## config.mk

```make
export PLATFORM = sky130hd
export DESIGN_NAME = op_sequencer
export DESIGN_NICKNAME = d
export VERILOG_FILES = /design/src/rtl/op_sequencer.sv
export SDC_FILE = /design/constraint.sdc
export NUM_CORES = 1
export LEC_CHECK = 0
export CORE_MARGIN = 3
export CORE_UTILIZATION = 63
export CTS_CLUSTER_DIAMETER = 80
export DETAILED_ROUTE_END_ITERATION = 8
export DONT_BUFFER_PORTS = 1
export PLACE_DENSITY = 0.79
export SYNTH_ARGS = -nofsm -noshare
export SYNTH_HDL_FRONTEND = slang
export SYNTH_SLANG_ARGS = --single-unit
```

## constraint.sdc

```tcl
create_clock -name clk_in -period 6.14 [get_ports clk_in]
set_clock_uncertainty 0.05 [all_clocks]
set_input_delay 0.614 -clock clk_in [delete_from_list [all_inputs] [get_ports clk_in]]
set_output_delay 0.614 -clock clk_in [all_outputs]
set_load 0.01 [all_outputs]
```

## src/rtl/op_sequencer.sv

```systemverilog
// op_sequencer: buffers {op,a,b} commands in a FIFO and issues them one at a
// time to an external datapath. The result and comparator flags are captured
// after DP_LATENCY cycles and held on a valid/ready response port.
// Commands complete in acceptance order, with at most one in flight.
//
// Ports:
//   clk_in, rst_in             clock, synchronous active-low reset
//   cmd_valid/cmd_ready        command handshake; cmd_op/cmd_a/cmd_b payload
//   dp_a, dp_b, dp_op_sel      registered operands/opcode to the datapath
//   dp_result, dp_lt/gt/eq     datapath result and comparator flags
//   rsp_valid/rsp_ready        response handshake; rsp_data/rsp_flags/rsp_err
//   busy                       FSM not idle or FIFO not empty
module op_sequencer #(
    parameter int DATAWIDTH  = 2,
    parameter int FIFO_DEPTH = 4,
    parameter int DP_LATENCY = 1
) (
    input  logic                 clk_in,
    input  logic                 rst_in,
    input  logic                 cmd_valid,
    output logic                 cmd_ready,
    input  logic [4:0]           cmd_op,
    input  logic [DATAWIDTH-1:0] cmd_a,
    input  logic [DATAWIDTH-1:0] cmd_b,
    output logic [DATAWIDTH-1:0] dp_a,
    output logic [DATAWIDTH-1:0] dp_b,
    output logic [4:0]           dp_op_sel,
    input  logic [DATAWIDTH-1:0] dp_result,
    input  logic                 dp_lt,
    input  logic                 dp_gt,
    input  logic                 dp_eq,
    output logic                 rsp_valid,
    input  logic                 rsp_ready,
    output logic [DATAWIDTH-1:0] rsp_data,
    output logic [2:0]           rsp_flags,
    output logic                 rsp_err,
    output logic                 busy
);

    localparam int PTR_W   = $clog2(FIFO_DEPTH);
    localparam int CNT_W   = PTR_W + 1;
    localparam int WC_W    = $clog2(DP_LATENCY + 1);
    localparam int ENTRY_W = 5 + 2 * DATAWIDTH;
    localparam logic [4:0] OP_MAX = 5'd10;

    typedef enum logic [1:0] {
        IDLE = 2'd0,
        WAIT = 2'd1,
        RESP = 2'd2
    } state_t;

    state_t state, state_next;

    logic [ENTRY_W-1:0] fifo_mem [FIFO_DEPTH];
    logic [PTR_W-1:0]   wr_ptr, rd_ptr;
    logic [CNT_W-1:0]   count;
    logic               full, empty, push, pop;

    logic [ENTRY_W-1:0]   head;
    logic [4:0]           head_op;
    logic [DATAWIDTH-1:0] head_a, head_b;

    logic [WC_W-1:0] wait_cnt;
    logic            issue, err_rsp, capture, rsp_done;

    // ------------------------------------------------------------------
    // Command FIFO. Full is taken from the pre-edge count, so a pop on the
    // same edge never lets a push into a full buffer.
    // ------------------------------------------------------------------
    assign full      = (count == CNT_W'(FIFO_DEPTH));
    assign empty     = (count == '0);
    assign cmd_ready = rst_in & ~full;
    assign push      = cmd_valid & cmd_ready;

    assign head    = fifo_mem[rd_ptr];
    assign head_op = head[ENTRY_W-1 -: 5];
    assign head_a  = head[2*DATAWIDTH-1 -: DATAWIDTH];
    assign head_b  = head[DATAWIDTH-1:0];

    always_ff @(posedge clk_in) begin
        if (push) begin
            fifo_mem[wr_ptr] <= {cmd_op, cmd_a, cmd_b};
        end
    end

    always_ff @(posedge clk_in) begin
        if (!rst_in) begin
            wr_ptr <= '0;
            rd_ptr <= '0;
            count  <= '0;
        end else begin
            // Power-of-2 depth: pointers wrap naturally.
            if (push) wr_ptr <= wr_ptr + PTR_W'(1);
            if (pop)  rd_ptr <= rd_ptr + PTR_W'(1);
            case ({push, pop})
                2'b10:   count <= count + CNT_W'(1);
                2'b01:   count <= count - CNT_W'(1);
                default: count <= count;
            endcase
        end
    end

    // ------------------------------------------------------------------
    // Control FSM
    // ------------------------------------------------------------------
    always_ff @(posedge clk_in) begin
        if (!rst_in) state <= IDLE;
        else         state <= state_next;
    end

    always_comb begin
        state_next = state;
        pop        = 1'b0;
        issue      = 1'b0;
        err_rsp    = 1'b0;
        capture    = 1'b0;
        rsp_done   = 1'b0;
        case (state)
            IDLE: begin
                if (!empty) begin
                    pop = 1'b1;
                    if (head_op > OP_MAX) begin
                        err_rsp    = 1'b1;
                        state_next = RESP;
                    end else begin
                        issue      = 1'b1;
                        state_next = WAIT;
                    end
                end
            end
            WAIT: begin
                if (wait_cnt == WC_W'(1)) begin
                    capture    = 1'b1;
                    state_next = RESP;
                end
            end
            RESP: begin
                if (rsp_ready) begin
                    rsp_done   = 1'b1;
                    state_next = IDLE;
                end
            end
            default: state_next = IDLE;
        endcase
    end

    // ------------------------------------------------------------------
    // Datapath drive and response capture
    // ------------------------------------------------------------------
    always_ff @(posedge clk_in) begin
        if (!rst_in) begin
            dp_a      <= '0;
            dp_b      <= '0;
            dp_op_sel <= '0;
            wait_cnt  <= '0;
            rsp_valid <= 1'b0;
            rsp_data  <= '0;
            rsp_flags <= '0;
            rsp_err   <= 1'b0;
        end else begin
            if (issue) begin
                dp_a      <= head_a;
                dp_b      <= head_b;
                dp_op_sel <= head_op;
                wait_cnt  <= WC_W'(DP_LATENCY);
            end else if (state == WAIT) begin
                wait_cnt <= wait_cnt - WC_W'(1);
            end

            if (capture) begin
                rsp_data  <= dp_result;
                rsp_flags <= {dp_lt, dp_gt, dp_eq};
                rsp_err   <= 1'b0;
                rsp_valid <= 1'b1;
            end else if (err_rsp) begin
                rsp_data  <= '0;
                rsp_flags <= '0;
                rsp_err   <= 1'b1;
                rsp_valid <= 1'b1;
            end else if (rsp_done) begin
                rsp_valid <= 1'b0;
            end
        end
    end

    assign busy = (state != IDLE) | ~empty;

endmodule

```

Word level (Yosys, flattened, before mapping)
Memory sizes are Yosys's and may differ from the RTL's. A register that Yosys moved wholly into a read port is not among the register bits.
Index checks and enable logic that the tools add are counted.
- memories kept: 1
- bits in writable memories: 36
- register bits: 26
- output and inout port bits: 18
- muxes and demuxes: 31
- reduce and logical (&&, ||, !) cells: 9
- bitwise logic cells: 6
- add/subtract/negate cells: 5
- order comparisons: 1
- equal/unequal tests: 8
- memories (name ; depth ; width ; read ports ; clocked after memory_dff ; wr ports ; RTL line ; text):
    fifo_mem ; 4 ; 9 ; 1 ; 1 ; 1 ; 54 ; logic [ENTRY_W-1:0] fifo_mem [FIFO_DEPTH];
- operators by type and width (kind ; number):
    2-to-1 mux 1 bit ; 19
    2-to-1 mux 2 bit ; 8
    nonzero test 2 bit ; 4
    2-to-1 mux 3 bit ; 2
    inequality test 2 bit, second input constant ; 3
    case mux 2 bit (3 select lines) ; 1
    case mux 3 bit (2 select lines) ; 1
    > comparator 5 x 4 -> 1 bit, second input constant ; 1
    adder 2 x 1 -> 2 bit, second input constant ; 2
    equality test 2 x 1 -> 1 bit, second input constant ; 2
    equality test 2 bit, second input constant ; 2
    adder 3 x 1 -> 3 bit, second input constant ; 1
    equality test 3 bit, second input constant ; 1
    zero test 3 bit ; 1
    NOT 1 bit ; 3
    AND reduction 3 bit ; 1
    nonzero test 3 bit ; 1
    subtractor 3 x 1 -> 3 bit, second input constant ; 1
    AND 1 bit ; 2
    zero test 2 bit ; 1
    OR reduction 2 bit ; 1
    bitwise OR 1 bit ; 1
    subtractor 1 bit, second input constant ; 1

Depth between registers and ports, before layout
- word-level depth: 6
- depth in mapped cells: 9

Worst setup path after synthesis
OpenSTA, ideal clock, no wires.
- path kind: in2reg
- from: input rst_in
- to: register count[2]
- cell stages on the path: 9
- arrival: 2.247 ns
- setup time: 0.071 ns
- slack: 3.773 ns
- cells stage by stage: inv_1 -> a211oi_1 -> inv_1 -> ha_1 -> inv_1 -> fa_1 -> xor2_1 -> or3_1 -> a21oi_1
- longest elaborated chain between the ends: 4
- elaborated cells on any way between the ends: 6
- ends and longest elaborated chain (what ; RTL line ; text):
    from (decl) ; 19 ; input logic rst_in,
    AND 1 bit ; 72 ; assign cmd_ready = rst_in & ~full;
    AND 1 bit ; 73 ; assign push = cmd_valid & cmd_ready;
    equality test 2 x 1 -> 1 bit or equality test 2 bit (tied branches) ; 95 ; case ({push, pop})
    case mux 3 bit (2 select lines) or nonzero test 2 bit (tied branches) ; - ;
    to (signal assigned) ; 96 ; 2'b10: count <= count + CNT_W'(1);
    to (signal assigned) ; 97 ; 2'b01: count <= count - CNT_W'(1);
    to (signal assigned) ; 98 ; default: count <= count;
    to (decl) ; 56 ; logic [CNT_W-1:0] count;
Several ways; a longest one is shown, not always the timed one.
A chain may end at the register's enable or synchronous reset.

Worst setup path after layout
- from: register count[0]
- to: register count[2]
- longest elaborated chain between the ends: 6
- elaborated cells on any way between the ends: 13
- ends and longest elaborated chain (what ; RTL line ; text):
    equality test 3 bit ; 70 ; assign full = (count == CNT_W'(FIFO_DEPTH));
    NOT 1 bit ; 72 ;
    AND 1 bit ; 72 ;
    AND 1 bit ; 73 ;
    equality test 2 x 1 -> 1 bit or equality test 2 bit (tied branches) ; 95 ;
    case mux 3 bit (2 select lines) or nonzero test 2 bit (tied branches) ; - ;
Several ways; a longest one is shown, not always the timed one.

==> metrics.csv <==
metric,value,unit
"setup slack, reg-to-reg",3.65,ns
hold path endpoint,fifo_mem[1][3],
All-Layer GR Usage,17.7,%
top-level I/O count,36,
Post-Syn Area,2550,um2
FILL cells,236,
status,finished clean,
number of enable flip-flop cells after synthesis,36,
clk sinks,64,
Max Cap Viol,0,
main area contributors after synthesis,"edfxtp_1 (42%), dfxtp_1 (22%), mux4_2 (7.9%)",
sequential power share,48.6,%
Inserted Diodes,0,
Placed Area,2570,um2
Synth Area per Inst,13.2,um2
die area,4850,um2
Gate power share,24.8,%
Lkg Pwr,0.00100,uW
clk buf depth,2,
Synth Instances,193,
clock root buffer master,clkbuf_8,
element type at the critical path start,register,
post-route cell area,2750,um2
Cell Int Power,847,uW
Reg-to-Reg End,count[2],
largest net degree at the start of global routing,23,
via count,1446,
fin crit share,40.6,%
Synth Flop Type,edfxtp_1,
proportion of layout cells with a drive suffix above 1,11.9,%
Clock power frac,26.7,%
initial antenna violation count,0,
"Reg clk slew, reported paths",0.07,ns
Rel. slew slack,46.2,%
register bit total from synthesis,64,
H-tree levels,3,
Die Height,69.7,um
Routed WL,3.99,mm
worst reg2reg path depth,9,
Hold Slack,0.328,ns
WL/cell,15.9,um
Worst-Margin Slew,0.803,ns
Async SR Flop Fraction,0,%
"Distinct cells, synth",33,
DP Wirelength,2.79,mm
port bufs,0,
setup bufs post-CTS,0,
Initial Util,67.7,%
min-delay src,cmd_a[1],
routed vias/inst,5.78,
"Req. time, crit path",6.35,ns
hold crit path type,in2reg,
vias in the first global route,1395,
final hold violation count,0,
NetSw,370,uW
Worst IR Drop VDD,0.324,mV
"Remaining Overflow, GRT",0,
fraction of power spent switching nets,30.4,%
TritonRoute pass-1 iters,4,
Final Setup Violations,0,
Core Area,3770,um2
Hold Crit Depth,0,
CTS Buf Count,9,
hold_buf cts,0,
post-synthesis sequential area ratio,64.3,%
die span in x,69.7,um
Worst Setup End Kind,register,
post-route antenna net violation count,0,
Worst-Skew Late Latency,0.33,ns
Initial DRC Count,50,
top-area cell type share of the netlist area,42.3,%
CP Data Arrival Time,2.70,ns
min cycle time layout,2.49,ns
cell taking the most area after synthesis,edfxtp_1,
nets@finish,221,
max-slew violations,0,
PwrDens,442,nW/um2
setup TNS,0,ns
Layout area overhead,7.79,%
RD Place Congestion,0.791,
unrepaired setup endpoints after global routing,no,
critical-path maximum fanout,8,
Ys Warns,0,
Reg2Reg Launch Point,count[0],
Crit Path Category,reg2reg,
first-pass GRT wire length,6.46,mm
CTS tree,done,
Core Rows,22,
Max Freq,401,MHz
Synth Net Count,217,
post-CTS sizing,0,
drc violations,0,
## critical path, stage by stage (launching register included)
cell and delay (ns):
dfxtp_1 0.44, nor2_1 0.11, a211oi_1 0.70, inv_1 0.11, ha_1 0.26, inv_1 0.07, fa_1 0.17, xor2_1 0.07
or3_1 0.31, a21oi_1 0.14
## how the worst max path moves through the flow
stage | startpoint | end | slack [ns] | depth (start not counted)
after floorplan | rst_in | count[2] | 3.77 | 9
after global placement | rst_in | count[2] | 3.54 | 9
after detailed placement | rst_in | count[2] | 3.42 | 9
after CTS | register | dp_op_sel[4] | 3.65 | 4
after global routing | count[0] | count[2] | 3.36 | 9
final | count[0] | count[2] | 3.65 | 9
## per-stage QoR
| step | utilization, % | instances | worst slack [ns] | power [uW] |
|---|---|---|---|---|
| final | 73.0 | 250 | 3.65 | 1220 |
| after global routing | 73.0 | 250 | 3.36 | 1300 |
| after CTS | 73.0 | 250 | 3.65 | 1230 |
| after detailed placement | 68.2 | 234 | 3.42 | 902 |
| after global placement | 68.2 | 234 | 3.54 | 884 |
| after floorplan | - | 193 | 3.77 | 853 |
## sequential cells by signal, summed over array words and instances, names as in the netlist, named ones only
register,count
rsp_flags,3
state,2
rsp_err,1
count,3
rd_ptr,2
wait_cnt,1
rsp_valid,1
fifo_mem,36
rsp_data,2
dp_a,2
dp_op_sel,5
dp_b,2
wr_ptr,2
## Yosys cell counts (3+ instances only)
master / n
clkbuf_1: 4
nor2_1: 8
nand2_1: 28
o21ai_0: 5
mux4_2: 9
edfxtp_1: 36
ha_1: 5
dfxtp_1: 28
xor2_1: 3
and2_1: 4
a21oi_1: 7
o21ai_1: 5
inv_1: 14
nor3_1: 3
mux2i_1: 9
## power groups by stage
stage / registers (uW) / clock network (uW) / logic (uW)
2_1_floorplan: 564 / 0 / 289
3_3_place_gp: 597 / 0 / 287
3_5_place_dp: 602 / 0 / 300
4_1_cts: 593 / 331 / 303
5_1_grt: 602 / 355 / 339
6_report: 591 / 325 / 302
## kinds of logic after synthesis
| kind of cell | share of synthesized area (%) |
|---|---|
| buf+inv | 3.67 |
| flops | 64.3 |
| mux | 11.5 |
| xor+xnor | 1.72 |
| simple gates | 10.5 |
| fa+ha+maj | 3.23 |
| compound gates | 5.14 |
## cell usage in the layout (no fill, tap or decap), drive strengths merged, types with 2 or more instances in the layout
cell type,Yosys,layout
a211oi,2,2
a21oi,7,7
and2,4,4
and3,3,3
clkbuf,4,11
clkinv,0,4
dfxtp,28,28
edfxtp,36,36
ha,5,5
inv,14,14
mux2i,9,9
mux4,9,9
nand2,28,28
nand2b,2,2
nor2,8,8
nor2b,2,2
nor3,3,3
o21ai,10,10
or3,2,2
xnor2,2,2
xor2,3,3
## per-layer routing
metal / track usage (%) / wire [um] / up-vias
li1: - / - / 694
met1: 22.3 / 1740 / 685
met2: 26.9 / 1790 / 58
met3: 7.68 / 378 / 9
met4: 7.66 / 71 / 0
met5: 0 / 0 / -
## area by class of cell
type / instances / area (um2) / area share, %
Multi-Input combinational cell: 108 / 818 / 29.7
Clock inverter: 5 / 48.8 / 1.77
Inverter: 14 / 52.6 / 1.91
Sequential cell: 64 / 1640 / 59.6
Clock buffer: 11 / 131 / 4.77
Tap cell: 48 / 60.1 / 2.18
Power figures use the tool's default switching activity.
